### src/rtl/sched_pkg.sv
// Shared definitions for the crossbar controller and its scheduler.
// Holds the port geometry, the WAIT timeout and the controller state encoding.
package sched_pkg;
    localparam int N_PORTS      = 4;
    localparam int PORT_W       = 2;
    localparam int WAIT_TIMEOUT = 15;

    typedef enum logic [1:0] {
        IDLE = 2'd0,
        REQ  = 2'd1,
        WAIT = 2'd2,
        XFER = 2'd3
    } state_t;
endpackage

### src/rtl/xbar_ctrl_if.sv
// Scheduler handshake and crossbar drive bundle between xbar_ctrl (master)
// and the scheduler / crossbar fabric (slave).
interface xbar_ctrl_if;
    import sched_pkg::*;

    logic [N_PORTS*N_PORTS-1:0] voq_empty;
    logic [N_PORTS-1:0]         pkt_last;
    logic                       sched_sel_en;
    logic [N_PORTS*PORT_W-1:0]  sched_sel;
    logic                       sched_en;
    logic [N_PORTS-1:0]         is_busy;
    logic [N_PORTS*PORT_W-1:0]  busy_voq_num;
    logic [N_PORTS-1:0]         xbar_en;
    logic [N_PORTS*PORT_W-1:0]  xbar_sel;

    modport master (
        input  voq_empty, pkt_last, sched_sel_en, sched_sel,
        output sched_en, is_busy, busy_voq_num, xbar_en, xbar_sel
    );

    modport slave (
        output voq_empty, pkt_last, sched_sel_en, sched_sel,
        input  sched_en, is_busy, busy_voq_num, xbar_en, xbar_sel
    );
endinterface

### src/rtl/xbar_grant.sv
// Combinational egress arbitration: among candidates aiming at one egress, a busy
// ingress wins first, then the lowest index; any losing candidate flags a conflict.
module xbar_grant
    import sched_pkg::*;
(
    input  logic [N_PORTS-1:0]        cand,
    input  logic [N_PORTS-1:0]        busy,
    input  logic [N_PORTS*PORT_W-1:0] sel,
    output logic [N_PORTS-1:0]        grant,
    output logic                      conflict
);
    generate
        for (genvar gi = 0; gi < N_PORTS; gi++) begin : g_port
            logic lose;

            // Ingress gi loses if any other candidate on the same egress outranks it.
            always_comb begin
                lose = 1'b0;
                for (int j = 0; j < N_PORTS; j++) begin
                    if (j != gi && cand[j] &&
                        sel[j*PORT_W +: PORT_W] == sel[gi*PORT_W +: PORT_W]) begin
                        if ((busy[j] && !busy[gi]) || (busy[j] == busy[gi] && j < gi)) begin
                            lose = 1'b1;
                        end
                    end
                end
            end

            assign grant[gi] = cand[gi] & ~lose;
        end
    endgenerate

    assign conflict = |(cand & ~grant);
endmodule

### src/rtl/xbar_ctrl.sv
// Crossbar slot controller: requests a schedule, arbitrates the answer, holds the
// crossbar for one slot and tracks which ingresses are mid-packet.
module xbar_ctrl #(
    parameter int N_PORTS      = sched_pkg::N_PORTS,
    parameter int WAIT_TIMEOUT = sched_pkg::WAIT_TIMEOUT
) (
    input  logic        clk,
    input  logic        rst_n,
    input  logic        enable,
    input  logic [7:0]  slot_len,
    xbar_ctrl_if.master bus,
    output logic [15:0] slot_cnt,
    output logic        err_timeout,
    output logic        err_conflict
);
    localparam int         PW        = sched_pkg::PORT_W;
    localparam int         SW        = N_PORTS * PW;
    localparam logic [7:0] WAIT_LAST = 8'(WAIT_TIMEOUT - 1);

    sched_pkg::state_t state_reg, state_next;

    logic [7:0]         wait_cnt_reg, wait_cnt_next;
    logic [7:0]         xfer_cnt_reg, xfer_cnt_next;
    logic [7:0]         len_reg, len_next;
    logic [N_PORTS-1:0] acc_reg, acc_next;
    logic [N_PORTS-1:0] busy_reg, busy_next;
    logic [SW-1:0]      vnum_reg, vnum_next;
    logic [N_PORTS-1:0] en_reg, en_next;
    logic [SW-1:0]      sel_reg, sel_next;
    logic [15:0]        slot_cnt_reg, slot_cnt_next;
    logic               err_to_reg, err_to_next;
    logic               err_cf_reg, err_cf_next;

    logic [N_PORTS-1:0] acc_sum;
    logic [SW-1:0]      eff_sel;
    logic [N_PORTS-1:0] cand;
    logic [N_PORTS-1:0] grant;
    logic               conflict;

    // Busy ingresses keep their egress; others take the scheduler's pick.
    generate
        for (genvar gi = 0; gi < N_PORTS; gi++) begin : g_cand
            assign eff_sel[gi*PW +: PW] = busy_reg[gi] ? vnum_reg[gi*PW +: PW]
                                                       : bus.sched_sel[gi*PW +: PW];
            assign cand[gi] = busy_reg[gi] |
                              ~bus.voq_empty[gi*N_PORTS + 32'(eff_sel[gi*PW +: PW])];
        end
    endgenerate

    xbar_grant u_grant (
        .cand     (cand),
        .busy     (busy_reg),
        .sel      (eff_sel),
        .grant    (grant),
        .conflict (conflict)
    );

    always_comb begin
        state_next    = state_reg;
        wait_cnt_next = wait_cnt_reg;
        xfer_cnt_next = xfer_cnt_reg;
        len_next      = len_reg;
        acc_next      = acc_reg;
        busy_next     = busy_reg;
        vnum_next     = vnum_reg;
        en_next       = en_reg;
        sel_next      = sel_reg;
        slot_cnt_next = slot_cnt_reg;
        err_to_next   = err_to_reg;
        err_cf_next   = err_cf_reg;
        acc_sum       = acc_reg | bus.pkt_last;

        case (state_reg)
            sched_pkg::IDLE: begin
                if (enable) state_next = sched_pkg::REQ;
            end
            sched_pkg::REQ: begin
                wait_cnt_next = 8'd0;
                state_next    = sched_pkg::WAIT;
            end
            sched_pkg::WAIT: begin
                if (bus.sched_sel_en) begin
                    en_next       = grant;
                    sel_next      = eff_sel;
                    len_next      = (slot_len == 8'd0) ? 8'd1 : slot_len;
                    xfer_cnt_next = 8'd0;
                    acc_next      = '0;
                    if (conflict) err_cf_next = 1'b1;
                    state_next    = sched_pkg::XFER;
                end else if (wait_cnt_reg == WAIT_LAST) begin
                    err_to_next = 1'b1;
                    state_next  = sched_pkg::REQ;
                end else begin
                    wait_cnt_next = wait_cnt_reg + 8'd1;
                end
            end
            sched_pkg::XFER: begin
                if (xfer_cnt_reg == len_reg - 8'd1) begin
                    // Slot end: settle packet ownership for every driving ingress.
                    for (int i = 0; i < N_PORTS; i++) begin
                        if (en_reg[i]) begin
                            busy_next[i] = ~acc_sum[i];
                            if (!acc_sum[i]) vnum_next[i*PW +: PW] = sel_reg[i*PW +: PW];
                        end
                    end
                    acc_next      = '0;
                    en_next       = '0;
                    sel_next      = '0;
                    slot_cnt_next = slot_cnt_reg + 16'd1;
                    state_next    = enable ? sched_pkg::REQ : sched_pkg::IDLE;
                end else begin
                    acc_next      = acc_sum;
                    xfer_cnt_next = xfer_cnt_reg + 8'd1;
                end
            end
            default: state_next = sched_pkg::IDLE;
        endcase
    end

    always_ff @(posedge clk) begin
        if (!rst_n) begin
            state_reg    <= sched_pkg::IDLE;
            wait_cnt_reg <= '0;
            xfer_cnt_reg <= '0;
            len_reg      <= '0;
            acc_reg      <= '0;
            busy_reg     <= '0;
            vnum_reg     <= '0;
            en_reg       <= '0;
            sel_reg      <= '0;
            slot_cnt_reg <= '0;
            err_to_reg   <= 1'b0;
            err_cf_reg   <= 1'b0;
        end else begin
            state_reg    <= state_next;
            wait_cnt_reg <= wait_cnt_next;
            xfer_cnt_reg <= xfer_cnt_next;
            len_reg      <= len_next;
            acc_reg      <= acc_next;
            busy_reg     <= busy_next;
            vnum_reg     <= vnum_next;
            en_reg       <= en_next;
            sel_reg      <= sel_next;
            slot_cnt_reg <= slot_cnt_next;
            err_to_reg   <= err_to_next;
            err_cf_reg   <= err_cf_next;
        end
    end

    assign bus.sched_en     = (state_reg == sched_pkg::REQ);
    assign bus.is_busy      = busy_reg;
    assign bus.busy_voq_num = vnum_reg;
    assign bus.xbar_en      = en_reg;
    assign bus.xbar_sel     = sel_reg;
    assign slot_cnt         = slot_cnt_reg;
    assign err_timeout      = err_to_reg;
    assign err_conflict     = err_cf_reg;
endmodule

### src/flat_wrapper.sv
// flat-port wrapper written by rule: the top's interface ports become plain ports
module xbar_ctrl_flat 
#(
    parameter int N_PORTS      = sched_pkg::N_PORTS,
    parameter int WAIT_TIMEOUT = sched_pkg::WAIT_TIMEOUT
)
  (clk, rst_n, enable, slot_len, slot_cnt, err_timeout, err_conflict, bus_voq_empty, bus_pkt_last, bus_sched_sel_en, bus_sched_sel, bus_sched_en, bus_is_busy, bus_busy_voq_num, bus_xbar_en, bus_xbar_sel);
  xbar_ctrl_if bus_i ();
  input  logic clk;
  input  logic rst_n;
  input  logic enable;
  input  logic [7:0] slot_len;
  output logic [15:0] slot_cnt;
  output logic err_timeout;
  output logic err_conflict;
  input wire logic [$bits(bus_i.voq_empty)-1:0] bus_voq_empty;
  input wire logic [$bits(bus_i.pkt_last)-1:0] bus_pkt_last;
  input wire logic [$bits(bus_i.sched_sel_en)-1:0] bus_sched_sel_en;
  input wire logic [$bits(bus_i.sched_sel)-1:0] bus_sched_sel;
  output wire logic [$bits(bus_i.sched_en)-1:0] bus_sched_en;
  output wire logic [$bits(bus_i.is_busy)-1:0] bus_is_busy;
  output wire logic [$bits(bus_i.busy_voq_num)-1:0] bus_busy_voq_num;
  output wire logic [$bits(bus_i.xbar_en)-1:0] bus_xbar_en;
  output wire logic [$bits(bus_i.xbar_sel)-1:0] bus_xbar_sel;
  assign bus_i.voq_empty = bus_voq_empty;
  assign bus_i.pkt_last = bus_pkt_last;
  assign bus_i.sched_sel_en = bus_sched_sel_en;
  assign bus_i.sched_sel = bus_sched_sel;
  assign bus_sched_en = bus_i.sched_en;
  assign bus_is_busy = bus_i.is_busy;
  assign bus_busy_voq_num = bus_i.busy_voq_num;
  assign bus_xbar_en = bus_i.xbar_en;
  assign bus_xbar_sel = bus_i.xbar_sel;
  xbar_ctrl #(.N_PORTS(N_PORTS), .WAIT_TIMEOUT(WAIT_TIMEOUT)) u_core (.clk(clk), .rst_n(rst_n), .enable(enable), .slot_len(slot_len), .bus(bus_i), .slot_cnt(slot_cnt), .err_timeout(err_timeout), .err_conflict(err_conflict));
endmodule
### config.mk
export PLATFORM = sky130hd
export DESIGN_NAME = xbar_ctrl_flat
export DESIGN_NICKNAME = d
export VERILOG_FILES = /design/src/rtl/sched_pkg.sv /design/src/rtl/xbar_ctrl_if.sv /design/src/rtl/xbar_grant.sv /design/src/rtl/xbar_ctrl.sv /design/src/flat_wrapper.sv
export SDC_FILE = /design/constraint.sdc
export NUM_CORES = 1
export LEC_CHECK = 0
export CORE_ASPECT_RATIO = 1.4
export CORE_MARGIN = 2
export CORE_UTILIZATION = 44
export CTS_BUF_LIST = sky130_fd_sc_hd__clkbuf_8 sky130_fd_sc_hd__clkbuf_16
export DETAILED_ROUTE_END_ITERATION = 6
export GPL_TIMING_DRIVEN = 0
export PLACE_DENSITY = 0.71
export SYNTH_ARGS = -nofsm -noshare
export SYNTH_HDL_FRONTEND = slang
export SYNTH_SLANG_ARGS = --single-unit
### constraint.sdc
create_clock -name clk -period 5.72 [get_ports clk]
set_input_delay 1.144 -clock clk [delete_from_list [all_inputs] [get_ports clk]]
set_output_delay 1.144 -clock clk [all_outputs]
set_load 0.01 [all_outputs]
==> flow_summary.toml <==
[clock_tree]
htreeDepth = 3
clock-root-buffer = "clkbuf_16"
post_cts_resized = 0
clock_latency_ns = 0.34
clock-sinks = 72
clk_pin_slew_ns = 0.05
post_cts_buffers = 0
clockBufferDepth = 2
cts_hold_buf = 0
cts_tree = "yes"
numCtsBuffers = 9

[power]
p_leak_nw = 1.72
power_frac_comb_pct = 20.2
pwr-share-clk_pct = 41.9
switching_share_pct = 27.7
p_sw_w = 0.000403
seqPwrFrac_pct = 37.9
power_per_cell_area_nw_per_um2 = 285
intPower_w = 0.00105
peakVddDrop_mv = 0.198

[layout]
final_cells = 659
final_util_pct = 59.8
post_route_cells_drive_above_1_share_pct = 4.87
area_growth_pct = 33.1
fill_cells = 783
n_antenna_cell = 0
final_cell_area_um2 = 5120
fin_nets = 600
largest_reg_flops = 16

[yosys]
yosysUniqueCellTypes = 45
ys.flop_type = "dfxtp_1"
synth_fp_nets = 507
yosys_register_bits = 72
synthCells = 457
yosys_warnings = 0
ys_seq_area_share_pct = 37.5
syn_area_um2 = 3840
synth_area_per_cell_um2 = 8.41
synthArstFlopShare_pct = 0
synth-edff-count = 0

[setup_path]
crit_type = "primary input to register"
crit_chain = "clkdlybuf4s50_1, nor2b_1, nor2_1, nand4_1, or3_1, or3_1, a21oi_1"
crit_path_start_kind = "primary input"
worst_ep_arrival_time_ns = 3.66
worst_setup_path_end_kind = "register"
slowest_delay_ns = 0.60
cpMostUsedCell = "or3_1"
cp_slowest_cell = "nor2_1"
required_ns = 5.98
crit_fanout = 9

[die]
rows = 40
ioPinCount = 83
dieArea_um2 = 9510
die_h_um = 115
start_util_pct = 44.9
core_area_um2 = 8560
die_w_um = 83.0

[route]
post-route-drc-count = 0
firstDrtPassIters = 4
routed_via_density = 5.79
vias = 3813
routedWlPerCell_um = 16.4
drt-total-wl_um = 10800
drtIter0Drc = 296
ant_nets = 0

[timing]
setup_viol = 0
period_needed_ns = 3.40
rsz0062_at_grt = "no"
fin_crit_sh_pct = 59.5
max_slew_margin_pct = 46.9
clock_skew_ns = 0.00626
final_hold_viol_count = 0
worst_pin_slew_ns = 0.774
slew_viol_final = 0
max_freq_mhz = 294
setup_tns_ns = 0

[placed_design]
hpwl_um = 7980
dpl_cell_area_um2 = 4800
place.gp.congestion = 0.851
port-buffer-count = 82
dp_cells = 644

[hold_path]
min_path_type = "register to register"

[outcome]
run_status = "finished clean"

[grt]
grt_max_degree = 12
grt_pass1_wl_um = 17300
track_usage_pct = 22.5
grt_pass1_vias = 3675
overflow = 0
antenna_found_initial = 0

[job]
max-cap-violations = 0
[worst paths after layout]
path | start | to | slack, ns | depth (start not counted)
setup / recovery | bus_sched_sel_en | u_core.xfer_cnt_reg[7] | 2.32 | 7
hold / removal | u_core.len_reg[1] | u_core.len_reg[1] | 0.47 | 2
setup reg to reg | u_core.len_reg[0] | u_core.slot_cnt[4] | 2.42 | 8
hold reg to reg | u_core.len_reg[1] | u_core.len_reg[1] | 0.47 | 2
[final cells by class]
type / instances / area [um2] / share of cell area, %
Buffer: 20 / 78.8 / 1.54
Clock buffer: 11 / 253 / 4.94
Clock inverter: 4 / 68.8 / 1.34
Inverter: 15 / 56.3 / 1.10
Multi-Input combinational cell: 350 / 2270 / 44.3
Sequential cell: 72 / 1440 / 28.2
Tap cell: 105 / 131 / 2.57
Timing Repair Buffer: 82 / 821 / 16.0
[synthesized netlist by cell type, drive strengths merged, types with 4 or more instances]
cell,number,share of area [%]
mux2i,10,2.6
o211ai,6,1.2
nand2b,7,1.1
nor2b,6,0.98
o21a,6,1.2
nand4,17,2.8
nand2,39,3.8
and3,5,0.81
nor4,6,0.98
or4,9,1.8
o31ai,17,3.3
clkbuf,17,1.7
xor2,9,2.1
xnor2,18,4.1
inv,15,1.5
dfxtp,72,37
mux4,4,2.3
o2bb2ai,11,2.5
or3,14,2.4
o21ai,21,2.7
ha,10,3.3
nand3,18,2.3
nor3,7,0.91
or2,4,0.65
nor2,28,2.7
a21oi,51,6.6
[cells by family after synthesis]
logic type               after synthesis  share of synthesized area, %
AND/OR/NAND/NOR                      169                          23.1
AO/OA/AOI/OAI                        130                          21.5
flip-flops                            72                          37.5
buffers and inverters                 35                          3.51
XOR/XNOR                              27                          6.15
multiplexers                          14                          4.95
adder cells (fa/ha/maj)               10                          3.25
[layer usage]
layer,part of all wire [%],wire length [um],vias to the layer above,GRT usage [%]
li1,-,-,1887,-
met1,43,4610,1825,26.5
met2,52,5580,89,39.5
met3,4.3,463,12,4.18
met4,1.6,174,0,10.7
met5,0,0,-,0
[stage by stage]
step                power [W]  setup slack [ns]  hold WS (ns)
finish                0.00146              2.32         0.472
global route          0.00152              2.16         0.494
CTS                   0.00146              2.37         0.473
detailed placement   0.000854              2.03         0.466
global placement     0.000845              2.05         0.455
floorplan            0.000748              2.98         0.448
[cells in the final DEF (no fill, tap or decap), types with 7 or more instances in the layout]
master and count:
mux2i_1 10, nand2b_1 7, dfxtp_1 72, nand2_1 39, or4_1 9, clkbuf_1 17, nand4_1 17, xnor2_1 18
o2bb2ai_1 11, or3_1 13, a21oi_1 51, nor3_1 7, clkbuf_16 9, inv_1 16, ha_1 10, nor2_1 28
xor2_1 9, o21ai_0 20, o31ai_1 17, nand3_1 18, clkdlybuf4s50_1 82
[worst max-delay path: cells and delay by family]
kind | cells | cell delay, ns
buffers and inverters | 1 | 0.57
AO/OA/AOI/OAI | 1 | 0.14
AND/OR/NAND/NOR | 5 | 1.81
[power groups by stage]
stage	clock [W]	combinational, W	sequential (W)
after floorplan	0	0.000189	0.000558
after CTS	0.000617	0.000295	0.000551
after global placement	0	0.000284	0.000561
after global routing	0.000637	0.000326	0.000555
after detailed placement	0	0.000293	0.000562
final	0.000610	0.000295	0.000552
Power figures use the tool's default switching activity.
